**src/rtl/eth_ping_rx.sv**
```systemverilog
// Broadcast probe-frame receiver: extracts a per-channel ping sequence number from an 8-bit AXI-Stream.
// Defining ETH_PING_RX_LOSS_CNT_EN adds per-channel lost / out-of-order ping accounting.
module eth_ping_rx #(
    parameter logic [47:0] SRC_MAC    = 48'h0,
    parameter logic [15:0] ETHERTYPE  = 16'h0000,
    parameter logic [23:0] IDENTIFIER = 24'h0,
    parameter int          NUM_CH     = 4,
    parameter int          ID_BYTES   = 8
) (
    input  logic                           clk,
    input  logic                           rst_n,
    input  logic [7:0]                     s_axis_tdata,
    input  logic                           s_axis_tkeep,
    input  logic                           s_axis_tuser,
    input  logic                           s_axis_tlast,
    input  logic                           s_axis_tvalid,
    output logic [NUM_CH*8*ID_BYTES-1:0]   ping_id,
    output logic [NUM_CH-1:0]              ping_valid,
    output logic [NUM_CH*32-1:0]           loss_count,
    output logic [NUM_CH*16-1:0]           ooo_count
);

    localparam int ID_WIDTH = 8 * ID_BYTES;
    localparam int HDR_LEN  = 18 + ID_BYTES;
    localparam int CAP_W    = 8 * HDR_LEN;

    logic             beat_acc;
    logic             frame_end;
    logic [15:0]      count_q, count_d;
    logic [CAP_W-1:0] cap_q, cap_d;
    logic [CAP_W-1:0] cap_upd;
    logic [16:0]      len_eff;

    logic [47:0]         f_dst;
    logic [47:0]         f_src;
    logic [15:0]         f_etype;
    logic [23:0]         f_ident;
    logic [7:0]          f_chan;
    logic [ID_WIDTH-1:0] f_id;
    logic                frame_ok;
    logic [NUM_CH-1:0]   hit;

    assign beat_acc  = s_axis_tvalid & s_axis_tkeep;
    assign frame_end = s_axis_tvalid & s_axis_tlast;

    always_comb begin
        count_d = count_q;
        if (frame_end) begin
            count_d = '0;
        end else if (beat_acc && (count_q != 16'hFFFF)) begin
            count_d = count_q + 16'd1;
        end
    end

    // The tlast byte itself may complete the header, so fields are decoded from the
    // capture value that already includes the current beat.
    always_comb begin
        cap_upd = cap_q;
        if (beat_acc && (count_q < 16'(HDR_LEN))) begin
            cap_upd = {cap_q[CAP_W-9:0], s_axis_tdata};
        end
        cap_d = frame_end ? '0 : cap_upd;
    end

    always_ff @(posedge clk or negedge rst_n) begin
        if (!rst_n) begin
            count_q <= '0;
            cap_q   <= '0;
        end else begin
            count_q <= count_d;
            cap_q   <= cap_d;
        end
    end

    // Accepted length includes the tlast beat only when that beat carries a byte.
    assign len_eff = {1'b0, count_q} + {16'd0, beat_acc};

    assign f_dst   = cap_upd[CAP_W-1   -: 48];
    assign f_src   = cap_upd[CAP_W-49  -: 48];
    assign f_etype = cap_upd[CAP_W-97  -: 16];
    assign f_ident = cap_upd[CAP_W-113 -: 24];
    assign f_chan  = cap_upd[CAP_W-137 -: 8];
    assign f_id    = cap_upd[ID_WIDTH-1:0];

    assign frame_ok = frame_end
                    && !s_axis_tuser
                    && (len_eff >= 17'(HDR_LEN))
                    && (f_dst == 48'hFFFF_FFFF_FFFF)
                    && (f_src == SRC_MAC)
                    && (f_etype == ETHERTYPE)
                    && (f_ident == IDENTIFIER)
                    && (f_chan < 8'(NUM_CH));

    generate
        for (genvar gi = 0; gi < NUM_CH; gi++) begin : gen_ch
            logic [ID_WIDTH-1:0] id_q, id_d;
            logic                valid_q, valid_d;

            assign hit[gi] = frame_ok && (f_chan == 8'(gi));

            always_comb begin
                id_d    = id_q;
                valid_d = hit[gi];
                if (hit[gi]) begin
                    id_d = f_id;
                end
            end

            always_ff @(posedge clk or negedge rst_n) begin
                if (!rst_n) begin
                    id_q    <= '1;
                    valid_q <= 1'b0;
                end else begin
                    id_q    <= id_d;
                    valid_q <= valid_d;
                end
            end

            assign ping_id[gi*ID_WIDTH +: ID_WIDTH] = id_q;
            assign ping_valid[gi]                   = valid_q;

`ifdef ETH_PING_RX_LOSS_CNT_EN
            logic                seen_q, seen_d;
            logic [31:0]         loss_q, loss_d;
            logic [15:0]         ooo_q, ooo_d;
            logic [ID_WIDTH-1:0] gap;
            logic                in_seq;
            logic [64:0]         loss_sum;

            // Modular gap; the upper half of the ID space is read as "went backwards".
            assign gap      = f_id - id_q - ID_WIDTH'(1);
            assign in_seq   = !gap[ID_WIDTH-1];
            assign loss_sum = {33'd0, loss_q} + 65'(gap);

            always_comb begin
                seen_d = seen_q;
                loss_d = loss_q;
                ooo_d  = ooo_q;
                if (hit[gi]) begin
                    seen_d = 1'b1;
                    if (seen_q) begin
                        if (in_seq) begin
                            loss_d = (loss_sum > 65'hFFFF_FFFF) ? 32'hFFFF_FFFF : loss_sum[31:0];
                        end else if (ooo_q != 16'hFFFF) begin
                            ooo_d = ooo_q + 16'd1;
                        end
                    end
                end
            end

            always_ff @(posedge clk or negedge rst_n) begin
                if (!rst_n) begin
                    seen_q <= 1'b0;
                    loss_q <= '0;
                    ooo_q  <= '0;
                end else begin
                    seen_q <= seen_d;
                    loss_q <= loss_d;
                    ooo_q  <= ooo_d;
                end
            end

            assign loss_count[gi*32 +: 32] = loss_q;
            assign ooo_count[gi*16 +: 16]  = ooo_q;
`else
            assign loss_count[gi*32 +: 32] = '0;
            assign ooo_count[gi*16 +: 16]  = '0;
`endif
        end
    endgenerate

endmodule

```
**config.mk**
```make
export PLATFORM = sky130hd
export DESIGN_NAME = eth_ping_rx
export DESIGN_NICKNAME = d
export VERILOG_FILES = /design/src/rtl/eth_ping_rx.sv
export SDC_FILE = /design/constraint.sdc
export NUM_CORES = 1
export LEC_CHECK = 0
export BUFFER_PORTS_ARGS = -buffer_cell sky130_fd_sc_hd__buf_4
export CAP_MARGIN = 5
export CORE_AREA = 4 4 214 216
export CTS_BUF_LIST = sky130_fd_sc_hd__clkbuf_4 sky130_fd_sc_hd__clkbuf_8 sky130_fd_sc_hd__clkbuf_16
export DETAILED_ROUTE_END_ITERATION = 8
export DIE_AREA = 0 0 218 220
export GPL_ROUTABILITY_DRIVEN = 0
export GPL_TIMING_DRIVEN = 0
export PLACE_DENSITY = 0.73
export SLEW_MARGIN = 10
export SYNTH_ARGS = -nofsm -noshare
export SYNTH_HDL_FRONTEND = slang
export SYNTH_SLANG_ARGS = --single-unit
```
**constraint.sdc**
```tcl
create_clock -name clk -period 3.9 [get_ports clk]
set_input_delay 0.78 -clock clk [delete_from_list [all_inputs] [get_ports clk]]
set_output_delay 0.78 -clock clk [all_outputs]
set_load 0.02 [all_outputs]
```
## Word level (Yosys, flattened, before mapping)

Index checks and enable logic that the tools add are counted.

- Add/subtract/negate cells: 2
- Magnitude comparators: 3
- Eq/ne operators: 5
- Multiplexer cells: 4
- Bitwise operators: 2
- Reductions and logical operators: 19

Operators by type and width:

| kind | number |
|---|---|
| 208-bit 2-to-1 mux | 2 |
| 48-bit equality test, second input constant | 1 |
| 48-bit zero test | 1 |
| 16-bit 2-to-1 mux | 2 |
| 24-bit zero test | 1 |
| 16-bit by 1-bit adder with 17-bit output | 1 |
| 17-bit by 5-bit greater-or-equal comparator with 1-bit output, second input constant | 1 |
| 16-bit by 1-bit adder with 16-bit output, second input constant | 1 |
| 8-bit by 2-bit equality test with 1-bit output, second input constant | 2 |
| 16-bit zero test | 1 |
| 16-bit by 5-bit < comparator with 1-bit output, second input constant | 1 |
| 16-bit inequality test, second input constant | 1 |
| 1-bit logical AND | 13 |
| 8-bit by 1-bit equality test with 1-bit output, second input constant | 1 |
| 8-bit zero test | 1 |
| 8-bit by 3-bit < comparator with 1-bit output, second input constant | 1 |
| 1-bit bitwise AND | 2 |
| 2-bit nonzero test | 1 |
| 1-bit zero test | 1 |

- Bits in registers: 484
- Output and inout port bits: 452
- Logic and storage cells: 45

## Depth between registers and ports, before layout

Gate-level depths: netlist of run 1.

- Word-level depth: 10
- Mapped depth: 12

## Worst setup path after synthesis of run 1

Ideal clock, no wire load.

- Path kind: input to register
- Start: input s_axis_tvalid
- End: register gen_ch[1].id_q[26]
- Data arrival time: 3.352 ns
- Setup slack: 0.463 ns
- Stages on the path: 11
- Cell sequence: nand2_1 -> inv_1 -> ha_1 -> ha_1 -> or3_1 -> a221oi_1 -> o211ai_1 -> nor4_4 -> nor3_4 -> buf_2 -> mux2_1

- Word-level cells in the longest chain between the ends: 10
- Elaborated cells between the ends (all ways): 20
- Those cells by class: add/sub (1); order compare (2); eq/ne (2); mux (1); bitwise (2); reduce/logical (12)

Ends and longest elaborated chain:

| element | RTL line | source |
|---|---|---|
| start, declared | 16 | `input logic s_axis_tvalid,` |
| 1-bit bitwise AND | 43 | `assign beat_acc = s_axis_tvalid & s_axis_tkeep;` |
| 16-bit by 1-bit adder with 17-bit output / 1-bit logical AND (equally long branches) | 76, 59 |  |
| 17-bit by 5-bit greater-or-equal comparator with 1-bit output / 208-bit 2-to-1 mux (equally long branches) | 87, 59 |  |
| 1-bit logical AND / 48-bit equality test (equally long branches) | 87, 88 |  |
| 1-bit logical AND | 88 | `&& (f_dst == 48'hFFFF_FFFF_FFFF)` |
| 1-bit logical AND | 89 | `&& (f_src == SRC_MAC)` |
| 1-bit logical AND | 90 | `&& (f_etype == ETHERTYPE)` |
| 1-bit logical AND | 91 | `&& (f_ident == IDENTIFIER)` |
| 1-bit logical AND | 92 | `&& (f_chan < 8'(NUM_CH));` |
| 1-bit logical AND | 99 | `assign hit[gi] = frame_ok && (f_chan == 8'(gi));` |
| end signal, assigned | 114 | `id_q <= id_d;` |
| end, declared | 96 | `logic [ID_WIDTH-1:0] id_q, id_d;` |

Several ways; a longest one is shown, not always the timed one.
A chain may end at the register's enable or synchronous reset.

## Worst setup path in the final report of run 1

- Start: register count_q[12]
- End: register gen_ch[0].id_q[5]

- Word-level cells in the longest chain between the ends: 10
- Elaborated cells between the ends (all ways): 18
- Those cells by class: add/sub (1); order compare (3); eq/ne (1); mux (1); reduce/logical (12)

Ends and longest elaborated chain:

| element | RTL line | source |
|---|---|---|
| start, declared | 29 | `logic [15:0] count_q, count_d;` |
| start signal, assigned | 70 | `count_q <= count_d;` |
| parallel branches: the longest is 10 deep, another holds 16-bit by 1-bit adder with 17-bit output | -- |  |
| end signal, assigned | 114 |  |
| end, declared | 96 |  |

Parallel ways; which one is timed is not known.

==> results_tabular.tex, run 1 <==
\begin{tabular}{lr}
\hline
Metric & Value \\
\hline
\multicolumn{2}{l}{\textbf{Status}} \\
Result of the run & complete, no violations \\
\multicolumn{2}{l}{\textbf{Logic synthesis}} \\
Library cell with the largest summed area after synthesis & dfstp\_2 \\
Cell Area, Synth & 21,640 sq um \\
Portion of the post-synthesis area used by sequential elements & 57.45\% \\
Cell types with the largest area share after synthesis & dfstp\_2 31\%, dfrtp\_1 26\%, mux2\_2 10\%, nand2\_1 8.6\%, buf\_4 6.8\% \\
Ys flop type & dfstp\_2 \\
Area fraction of the dominant cell type after synthesis & 31.09\% \\
Number of distinct library cells after synthesis & 52 \\
Number of warning messages in the yosys log & 0 \\
Share of flip-flops with an asynchronous set or reset & 100.0\% \\
Mean Syn Cell Area & 11.06 sq um \\
Gate count of the mapped netlist & 1,957 \\
Number of flops mapped to enable cells by yosys & 0 \\
Number of synthesized register bits & 484 \\
\multicolumn{2}{l}{\textbf{Critical path}} \\
Highest cell delay on the worst timing path & 620 ps \\
Slowest library cell on the worst path & or4\_1 \\
Reg-to-reg critical path endpoint & gen\_ch[0].id\_q[5] \\
Origin of the critical flop-to-flop path & count\_q[12] \\
Worst setup SP type & flop \\
Element type at the critical path end & flop \\
Number of buffer and inverter stages on the critical path & 4 \\
Cell mode on critical path & buf\_2 \\
Worst path top cell family by delay & simple AND/OR/NAND/NOR gates \\
Cell count of the worst reg-to-reg path & 11 \\
Worst setup path class & flop to flop \\
Ordered cell list for the critical path & clkbuf\_1 -> or4\_1 -> nor4\_4 -> and3\_1 -> buf\_2 -> mux2i\_1 -> a211o\_1 -> nor3\_4 -> buf\_12 -> buf\_2 -> mux2\_2 \\
Setup slack, reg-to-reg & 260 ps \\
Data arrival time of the critical path & 4120 ps \\
Critical Path Fanout Max & 10 \\
Required time of the worst setup path & 4380 ps \\
\multicolumn{2}{l}{\textbf{STA}} \\
Setup repair after global routing missed its margin & no \\
Final setup margin & 261.5 ps \\
Share of the clock period used by the worst path after layout & 93.30\% \\
Slew Limit Headroom & 44.24\% \\
Worst-case clock skew & 24.78 ps \\
Post-route minimum period & 3639 ps \\
Final Hold Fails & 0 \\
Number of endpoints failing setup at the final stage & 0 \\
Maximum achievable frequency & 0.2748 GHz \\
Transition time at the pin with the least slew margin & 836.4 ps \\
Worst hold margin & 158.9 ps \\
Setup TNS Final & 0 ps \\
Pins over their slew limit & 0 \\
\multicolumn{2}{l}{\textbf{Route}} \\
Drc violations & 0 \\
Post-DR wirelength/cell & 17.99 um \\
Overall routed net length & 55,950 um \\
Number of routed nets with antenna violations & 0 \\
Via/cell ratio & 4.985 \\
DR iter-0 viols & 910 \\
Count of vias placed by the detailed router & 15,502 \\
Detailed-router iteration count before antenna repair & 7 \\
\multicolumn{2}{l}{\textbf{Finish}} \\
Post-Layout Cell Count & 3,110 \\
Layout filler cell count & 3,546 \\
Layout area overhead & 24.78\% \\
Final Net Count & 2,497 \\
Final std cell area, no fill & 27,000 sq um \\
Register area & 12,430 sq um \\
Commonest cells after routing, fill and taps aside & 494 x nand2\_1, 469 x buf\_4, 256 x dfstp\_2 \\
Utilization of the core after routing & 61.46\% \\
Antenna diode instance count & 0 \\
Most frequent standard cell in the layout excluding fill and tap cells & nand2\_1 \\
Fraction of layout cells with a size suffix above 1 & 41.62\% \\
Area of the multi-input gates & 7970 sq um \\
\multicolumn{2}{l}{\textbf{Clock tree}} \\
Number of gates resized after CTS & 0 \\
Insertion delay to the later sink of the worst-skew pair & 570 ps \\
CTS root buf & clkbuf\_16 \\
Count of hold-fix buffers inserted at cts & 0 \\
Clock-pin slew on the worst setup and hold paths & 60 ps \\
Number of buffers added by the clock tree synthesis step & 48 \\
Count of H-tree levels built during CTS & 2 \\
TritonCTS clock tree & done \\
Max Root-Sink Buffers & 3 \\
Clock net sink count & 484 \\
\multicolumn{2}{l}{\textbf{Global routing}} \\
Vias in the first global route & 15,703 \\
Global-route total usage across every layer & 22.65\% \\
Grt ovf & 0 \\
Number of antenna violations at the first check in global routing & 0 \\
Global-route wire length before repair & 87,190 um \\
Maximum number of pins on one net before global-route repair & 120 \\
\multicolumn{2}{l}{\textbf{Place}} \\
Placed inst area & 25,260 sq um \\
Port buffer count & 273 \\
Half-perimeter wire length of the detailed placement result & 40,600 um \\
Number of placed cells counting well taps & 3,017 \\
Pre-CTS WS & -376.7 ps \\
\multicolumn{2}{l}{\textbf{Pwr}} \\
Worst IR Drop VDD & 0.4536 mV \\
Power density over cell area & 389.1 nW/um\^{}2 \\
Overall Power & 10.51 mW \\
Leak Pwr & 13.09 nW \\
\multicolumn{2}{l}{\textbf{Run}} \\
Max cap viols & 0 \\
\multicolumn{2}{l}{\textbf{Floorplanning}} \\
Die Y-Extent & 220 um \\
Die Footprint & 47,960 sq um \\
Count of boundary I/O pins & 466 \\
Die Width & 218 um \\
Core Footprint & 43,930 sq um \\
Initial Util & 49.25\% \\
Placement Rows & 77 \\
\multicolumn{2}{l}{\textbf{Min path}} \\
Type of the most critical hold path & primary input to async pin \\
\hline
\end{tabular}
## cell usage after synthesis (all sizes together), types with 2 or more instances
library cell,instances
xnor2,7
and2,2
nor4,27
or3,5
dfstp,256
nor4b,5
nand4,27
and3,8
nand2,494
nor2b,65
or4,5
nand3,16
buf,227
nand4b,4
and4,4
mux2i,2
xor2,10
nand3b,2
a31oi,6
ha,3
nor3,16
dfrtp,228
o211ai,2
inv,3
a21oi,146
o21ai,3
mux2,256
nor2,35
clkbuf,76
## power breakdown
| group | leakage, nW | switching (mW) | internal [mW] |
|---|---|---|---|
| combinational | 6.46 | 0.475 | 0.199 |
| clock | 0.821 | 1.98 | 2.77 |
| sequential | 5.81 | 0.0224 | 5.06 |
## metal layers
| layer | global-route usage (%) | vias to the layer above | wire length [um] |
|---|---|---|---|
| met3 | 7.184 | 96 | 5126 |
| met5 | 0 | - | 0 |
| met2 | 38.16 | 560 | 27580 |
| met4 | 6.151 | 0 | 1427 |
| li1 | - | 7189 | - |
| met1 | 28.40 | 7657 | 21820 |
## registers in the layout (all words and copies together) (netlist names)
| name | count |
|---|---|
| cap_q | 208 |
| count_q | 16 |
| gen_ch.id_q | 256 |
| gen_ch.valid_q | 4 |
## cell type report
cell class / instances / share of cell area (%)
Buffer: 303 / 7.192
Tap cell: 592 / 2.743
Clock buffer: 64 / 5.250
Sequential cell: 484 / 46.04
Timing Repair Buffer: 282 / 8.350
Clock inverter: 24 / 0.8619
Multi-Input combinational cell: 1358 / 29.52
Inverter: 3 / 0.04171
## timing repair
item                                   CTS  global route
buffers inserted                         4             1
cloned                                   0             0
pin swaps                                3             1
endpoints found under the hold margin    0             0
setup endpoints to repair              137            60
## cell families (layout without fill, tap and decap cells)
group,count (synthesis),count (layout),synth area share (%)
compound gates,168,168,4.111
xor+xnor,17,17,0.6881
fa+ha+maj,3,3,0.1735
buf+inv,306,676,9.026
flops,484,484,57.45
mux,258,258,13.42
other cells,1,192,0.01733
simple gates,720,720,15.12
## how the worst max path moves through the flow
stage	startpoint	to	slack, ps	depth (start not counted)
floorplan	s_axis_tvalid	gen_ch[1].id_q[26]	460	11
global placement	rst_n	cap_q[45]	-2630	1
detailed placement	s_axis_tvalid	gen_ch[2].id_q[50]	-380	9
CTS	count_q[12]	gen_ch[3].id_q[53]	40	10
global route	count_q[7]	gen_ch[0].id_q[5]	50	11
finish	count_q[12]	gen_ch[0].id_q[5]	260	11
(Power assumes the default switching activity.)
==> inputs of run 2 (changes only) <==
--- a/config.mk
+++ b/config.mk
@@ -7,13 +7,15 @@
 export LEC_CHECK = 0
 export BUFFER_PORTS_ARGS = -buffer_cell sky130_fd_sc_hd__buf_4
 export CAP_MARGIN = 5
-export CORE_AREA = 4 4 214 216
+export CELL_PAD_IN_SITES_DETAIL_PLACEMENT = 1
+export CELL_PAD_IN_SITES_GLOBAL_PLACEMENT = 1
+export CORE_AREA = 4 4 230 232
 export CTS_BUF_LIST = sky130_fd_sc_hd__clkbuf_4 sky130_fd_sc_hd__clkbuf_8 sky130_fd_sc_hd__clkbuf_16
 export DETAILED_ROUTE_END_ITERATION = 8
-export DIE_AREA = 0 0 218 220
+export DIE_AREA = 0 0 234 236
 export GPL_ROUTABILITY_DRIVEN = 0
 export GPL_TIMING_DRIVEN = 0
-export PLACE_DENSITY = 0.73
+export PLACE_DENSITY_LB_ADDON = 0.1
 export SLEW_MARGIN = 10
 export SYNTH_ARGS = -nofsm -noshare
 export SYNTH_HDL_FRONTEND = slang
==> results_tabular.tex, run 2 (synthesis gave the netlist of run 1 again) <==
\begin{tabular}{lr}
\hline
Metric & Value \\
\hline
\multicolumn{2}{l}{\textbf{Status}} \\
Result of the run & complete, no violations \\
\multicolumn{2}{l}{\textbf{Clock tree}} \\
Count of H-tree levels built during CTS & 2 (unchanged) \\
Number of buffers added by the clock tree synthesis step & 53 (+10\%) \\
Max Root-Sink Buffers & 3 (unchanged) \\
Clock-pin slew on the worst setup and hold paths & 60 ps (about the same) \\
Count of hold-fix buffers inserted at cts & 0 (unchanged) \\
Insertion delay to the later sink of the worst-skew pair & 600 ps (+30 ps) \\
Clock net sink count & 484 (unchanged) \\
Number of gates resized after CTS & 0 (unchanged) \\
TritonCTS clock tree & done \\
CTS root buf & clkbuf\_16 \\
\multicolumn{2}{l}{\textbf{Place}} \\
Number of placed cells counting well taps & 3,105 (+2.9\%) \\
Half-perimeter wire length of the detailed placement result & 46,280 um (+14\%) \\
Port buffer count & 273 (unchanged) \\
\multicolumn{2}{l}{\textbf{Route}} \\
Via/cell ratio & 4.818 (-3.3\%) \\
Drc violations & 0 (unchanged) \\
Number of routed nets with antenna violations & 0 (unchanged) \\
Post-DR wirelength/cell & 19.61 um (+9.0\%) \\
Count of vias placed by the detailed router & 15,470 (-0.21\%) \\
Detailed-router iteration count before antenna repair & 4 (-3) \\
Overall routed net length & 62,950 um (+13\%) \\
DR iter-0 viols & 759 (-17\%) \\
\multicolumn{2}{l}{\textbf{Finish}} \\
Register area & 12,430 sq um (unchanged) \\
Final Net Count & 2,505 (+0.32\%) \\
Fraction of layout cells with a size suffix above 1 & 41.92\% (+0.30 points) \\
Post-Layout Cell Count & 3,211 (+3.2\%) \\
Commonest cells after routing, fill and taps aside & 494 x nand2\_1, 472 x buf\_4, 256 x dfstp\_2 \\
Layout area overhead & 26.07\% \\
Flip-flop count of the largest register after layout & 256 (unchanged) \\
Antenna diode instance count & 0 (unchanged) \\
Largest register by flop count & gen\_ch.id\_q \\
Largest regs & gen\_ch.id\_q x256, cap\_q x208, count\_q x16 \\
Most frequent standard cell in the layout excluding fill and tap cells & nand2\_1 \\
Layout filler cell count & 5,585 (+58\%) \\
Area of the multi-input gates & 7970 sq um (unchanged) \\
\multicolumn{2}{l}{\textbf{Floorplanning}} \\
Die Width & 234 um (+7.3\%) \\
Core Footprint & 50,990 sq um (+16\%) \\
Count of boundary I/O pins & 466 (unchanged) \\
Die Y-Extent & 236 um (+7.3\%) \\
Initial Util & 42.44\% (-6.8 points) \\
Placement Rows & 83 (+7.8\%) \\
Die Footprint & 55,220 sq um (+15\%) \\
\multicolumn{2}{l}{\textbf{Critical path}} \\
Timing startpoint of the critical path & count\_q[7] \\
Data arrival time of the critical path & 4220 ps (+100 ps) \\
Element type at the critical path end & flop \\
Cell count of the worst reg-to-reg path & 11 (unchanged) \\
Origin of the critical flop-to-flop path & count\_q[7] \\
Worst setup path class & flop to flop \\
Required time of the worst setup path & 4430 ps (+50 ps) \\
Critical Path Fanout Max & 10 (unchanged) \\
Setup slack, reg-to-reg & 210 ps (-50 ps) \\
Worst setup SP type & flop \\
Reg-to-reg critical path endpoint & gen\_ch[0].id\_q[21] \\
\multicolumn{2}{l}{\textbf{STA}} \\
Final Hold Fails & 0 (unchanged) \\
Post-route minimum period & 3690 ps (+51.63 ps) \\
Pins over their slew limit & 0 (unchanged) \\
Transition time at the pin with the least slew margin & 864.1 ps (+27.69 ps) \\
Number of endpoints failing setup at the final stage & 0 (unchanged) \\
Share of the clock period used by the worst path after layout & 94.62\% (+1.3 points) \\
Slew Limit Headroom & 42.40\% (-1.8 points) \\
Setup repair after global routing missed its margin & no \\
Worst-case clock skew & 25.60 ps (+0.8196 ps) \\
Maximum achievable frequency & 0.2710 GHz (-1.4\%) \\
\multicolumn{2}{l}{\textbf{Global routing}} \\
Global-route total usage across every layer & 22.67\% (+0.028 points) \\
Vias in the first global route & 16,815 (+7.1\%) \\
Maximum number of pins on one net before global-route repair & 114 (-5.0\%) \\
Grt ovf & 0 (unchanged) \\
Global-route wire length before repair & 98,930 um (+13\%) \\
Number of antenna violations at the first check in global routing & 0 (unchanged) \\
\multicolumn{2}{l}{\textbf{Pwr}} \\
Overall Power & 10.82 mW (+3.0\%) \\
Power share of the combinational group & 6.3\% (about the same) \\
Power density over cell area & 396.5 nW/um\^{}2 (+1.9\%) \\
Sw Share & 23.73\% (+0.19 points) \\
Worst IR Drop VDD & 0.4410 mV (-2.8\%) \\
Seq pwr share & 47.0\% (-1.4 points) \\
Relative contribution of the clock network to total power & 46.7\% (+1.5 points) \\
Switching power of the nets & 2.566 mW (+3.8\%) \\
Leak Pwr & 13.19 nW (+0.77\%) \\
Internal power & 8.250 mW (+2.7\%) \\
\multicolumn{2}{l}{\textbf{Min path}} \\
Type of the most critical hold path & primary input to async pin \\
\multicolumn{2}{l}{\textbf{Run}} \\
Max cap viols & 0 (unchanged) \\
\hline
\end{tabular}
run 2: final cells by class:
type                            instances  share of cell area [%]
Clock buffer                           84                   6.082
Tap cell                              680                   3.119
Inverter                                3                 0.04128
Buffer                                303                   7.119
Multi-Input combinational cell       1358                   29.22
Clock inverter                         14                  0.5000
Sequential cell                       484                   45.57
Timing Repair Buffer                  285                   8.348
run 2: per-layer routing:
metal	up-vias	share of wire (%)	track usage, %	wire, um
li1	7212	-	-	-
met5	-	0	0	0
met2	303	51	38.44	31810
met4	0	2.4	6.140	1524
met3	80	6.0	5.954	3801
met1	7875	41	28.75	25810
run 2: worst max path at each step:
| stage | slack (ps) | to |
|---|---|---|
| after floorplan | 460 | gen_ch[1].id_q[26] |
| after global placement | -2930 | cap_q[43] |
| after detailed placement | -460 | gen_ch[1].id_q[60] |
| after CTS | 50 | gen_ch[3].id_q[37] |
| after global routing | 50 | gen_ch[0].id_q[10] |
| final | 210 | gen_ch[0].id_q[21] |
run 2: critical path: stages (launching register included):
cell and delay [ps]:
dfrtp_1 360, clkbuf_1 230, or4_1 600, nor4_4 290, and3_1 200, buf_2 200, mux2i_1 150, a211o_1 410
nor3_4 290, buf_4 210, buf_2 300, mux2_2 390
run 2: timing repair:
item                       4_1_cts  5_1_grt
buffers inserted                 7        1
pin swaps                        3        1
setup endpoints to repair      180       60
run 2: metrics by stage:
step	hold slack (ps)	utilization [%]	area (sq um)	TNS, ps	setup slack (ps)
3_5_place_dp	514.4	49.76	25370	-89200	-458.6
5_1_grt	238.4	53.50	27280	0	52.20
6_report	210.3	53.50	27280	0	209.8
4_1_cts	188.9	53.46	27260	0	51.50
2_1_floorplan	484.4	-	22360	0	462.8
3_3_place_gp	505.1	49.53	25260	-1049580	-2931
run 2: power groups by stage:
stage	Sequential [mW]	Combinational, mW	Clock, mW
5_1_grt	5.08	0.757	5.41
3_5_place_dp	5.16	0.675	0
6_report	5.08	0.685	5.05
4_1_cts	5.08	0.675	5.19
2_1_floorplan	5.16	0.467	0
3_3_place_gp	5.16	0.647	0
==> inputs of run 3 (changes only) <==
--- a/config.mk
+++ b/config.mk
@@ -10,7 +10,6 @@
 export CELL_PAD_IN_SITES_DETAIL_PLACEMENT = 1
 export CELL_PAD_IN_SITES_GLOBAL_PLACEMENT = 1
 export CORE_AREA = 4 4 230 232
-export CTS_BUF_LIST = sky130_fd_sc_hd__clkbuf_4 sky130_fd_sc_hd__clkbuf_8 sky130_fd_sc_hd__clkbuf_16
 export DETAILED_ROUTE_END_ITERATION = 8
 export DIE_AREA = 0 0 234 236
 export GPL_ROUTABILITY_DRIVEN = 0
==> results_tabular.tex, run 3 (synthesis gave the netlist of run 1 again) <==
\begin{tabular}{lr}
\hline
Metric & Value \\
\hline
\multicolumn{2}{l}{\textbf{Finish}} \\
Flip-flop count of the largest register after layout & 256 (unchanged) \\
Antenna diode instance count & 0 (unchanged) \\
Final std cell area, no fill & 27,210 sq um (-0.23\%) \\
Final Net Count & 2,504 (-0.040\%) \\
Largest register by flop count & gen\_ch.id\_q \\
Most frequent standard cell in the layout excluding fill and tap cells & nand2\_1 \\
Utilization of the core after routing & 53.37\% (-0.13 points) \\
Layout area overhead & 25.77\% \\
Fraction of layout cells with a size suffix above 1 & 41.30\% (-0.62 points) \\
Commonest cells after routing, fill and taps aside & 494 x nand2\_1, 471 x buf\_4, 256 x dfstp\_2 \\
Largest regs & gen\_ch.id\_q x256, cap\_q x208, count\_q x16 \\
\multicolumn{2}{l}{\textbf{STA}} \\
Post-route minimum period & 3693 ps (+2.971 ps) \\
Setup TNS Final & 0 ps (unchanged) \\
Number of endpoints failing setup at the final stage & 0 (unchanged) \\
Final Hold Fails & 0 (unchanged) \\
Pins over their slew limit & 0 (unchanged) \\
Transition time at the pin with the least slew margin & 888.6 ps (+24.57 ps) \\
Share of the clock period used by the worst path after layout & 94.70\% (about the same) \\
Setup repair after global routing missed its margin & no \\
Maximum achievable frequency & 0.2708 GHz (about the same) \\
Worst-case clock skew & 24.24 ps (-1.359 ps) \\
Slew Limit Headroom & 40.76\% (-1.6 points) \\
\multicolumn{2}{l}{\textbf{Route}} \\
DR iter-0 viols & 710 (-6.5\%) \\
Detailed-router iteration count before antenna repair & 5 (+1) \\
Count of vias placed by the detailed router & 15,523 (+0.34\%) \\
Drc violations & 0 (unchanged) \\
Via/cell ratio & 4.836 (+0.37\%) \\
Number of routed nets with antenna violations & 0 (unchanged) \\
Overall routed net length & 62,940 um (about the same) \\
Post-DR wirelength/cell & 19.61 um (about the same) \\
\multicolumn{2}{l}{\textbf{Global routing}} \\
Grt ovf & 0 (unchanged) \\
Global-route total usage across every layer & 22.70\% (+0.027 points) \\
Maximum number of pins on one net before global-route repair & 114 (unchanged) \\
Vias in the first global route & 16,861 (+0.27\%) \\
Global-route wire length before repair & 99,020 um (about the same) \\
Number of antenna violations at the first check in global routing & 0 (unchanged) \\
\multicolumn{2}{l}{\textbf{Critical path}} \\
Data arrival time of the critical path & 4220 ps (about the same) \\
Critical Path Fanout Max & 10 (unchanged) \\
Worst setup SP type & flop \\
Element type at the critical path end & flop \\
Worst setup path class & flop to flop \\
Required time of the worst setup path & 4420 ps (about the same) \\
\multicolumn{2}{l}{\textbf{Clock tree}} \\
Clock-pin slew on the worst setup and hold paths & 60 ps (about the same) \\
Max Root-Sink Buffers & 3 (unchanged) \\
Number of buffers added by the clock tree synthesis step & 53 (unchanged) \\
Insertion delay to the later sink of the worst-skew pair & 600 ps (about the same) \\
TritonCTS clock tree & done \\
Clock net sink count & 484 (unchanged) \\
CTS root buf & clkbuf\_16 \\
Count of H-tree levels built during CTS & 2 (unchanged) \\
Number of gates resized after CTS & 0 (unchanged) \\
\multicolumn{2}{l}{\textbf{Pwr}} \\
Worst IR Drop VDD & 0.4241 mV (-3.8\%) \\
Leak Pwr & 13.14 nW (-0.43\%) \\
Power density over cell area & 393.4 nW/um\^{}2 (-0.78\%) \\
\multicolumn{2}{l}{\textbf{Floorplanning}} \\
Count of boundary I/O pins & 466 (unchanged) \\
Core Footprint & 50,990 sq um (unchanged) \\
Initial Util & 42.44\% (unchanged) \\
Die Footprint & 55,220 sq um (unchanged) \\
Die Y-Extent & 236 um (unchanged) \\
Die Width & 234 um (unchanged) \\
Placement Rows & 83 (unchanged) \\
\multicolumn{2}{l}{\textbf{Status}} \\
Result of the run & complete, no violations \\
\multicolumn{2}{l}{\textbf{Place}} \\
Half-perimeter wire length of the detailed placement result & 46,280 um (unchanged) \\
Placed inst area & 25,370 sq um (unchanged) \\
Port buffer count & 273 (unchanged) \\
\multicolumn{2}{l}{\textbf{Min path}} \\
Type of the most critical hold path & primary input to async pin \\
\multicolumn{2}{l}{\textbf{Run}} \\
Max cap viols & 0 (unchanged) \\
\hline
\end{tabular}
[run 3: changes by cell type in the layout (fill, tap and decap cells not counted)]
cell	delta
clkbuf_4	-15
buf_4	-1
clkbuf_1	+15
[run 3: repair_timing]
item | 4_1_cts | 5_1_grt
endpoints found under the hold margin | 0 | 0
endpoints found under the setup margin | 180 | 60
pin swaps | 3 | 1
setup buffers | 6 | 1
hold buffers | 0 | 0
[run 3: path summary, 6_finish.rpt]
kind                             from                 end  slack, ps  cells after the start
max in group asynchronous       rst_n  gen_ch[0].id_q[41]       2350                      3
setup / recovery           count_q[7]  gen_ch[0].id_q[21]        210                     11
hold / removal                  rst_n          count_q[9]        210                      1
min in group clk           cap_q[200]          cap_q[200]        520                      2
setup reg to reg           count_q[7]  gen_ch[0].id_q[21]        210                     11
hold reg to reg            cap_q[200]          cap_q[200]        520                      2
[run 3: final cells by class]
cell class                 count  area [sq um]
buffer                       303          1942
clock buffer                  84          1603
clock inverter                14         136.4
fill                        5596         23780
inverter                       3         11.26
multi-input combinational   1358          7970
sequential                   484         12430
tap                          680         850.8
timing repair buffer         284          2270
[run 3: stage by stage]
stage                     setup WS, ps  power, mW  hold WS, ps  cells
final                            206.9      10.71        209.5   3210
after global routing             46.02      11.14        241.4   3210
after CTS                        52.72      10.84        192.4   3209
after detailed placement        -458.6      5.838        514.4   3105
after global placement           -2931      5.808        505.1   3101
after floorplan                  462.8      5.624        484.4   2148
[run 3: metal layers]
layer  GRT usage (%)  up-vias  share of wire (%)
met5               0        -                  0
met4           6.266        0                2.5
met3           6.087       84                6.4
met2           38.57      320                 51
met1           28.59     7908                 40
li1                -     7211                  -
[run 3: critical path: stages (launching register included)]
cell,delay (ps)
dfrtp_1,360
clkbuf_1,220
or4_1,590
nor4_4,290
and3_1,200
buf_2,200
mux2i_1,150
a211o_1,410
nor3_4,290
buf_4,210
buf_2,300
mux2_2,390
[run 3: power breakdown]
group	total, mW	internal, mW	leakage [nW]	switching, mW
registers	5.08	5.06	5.81	0.0223
clock network	4.94	2.89	0.854	2.05
logic	0.685	0.199	6.47	0.486
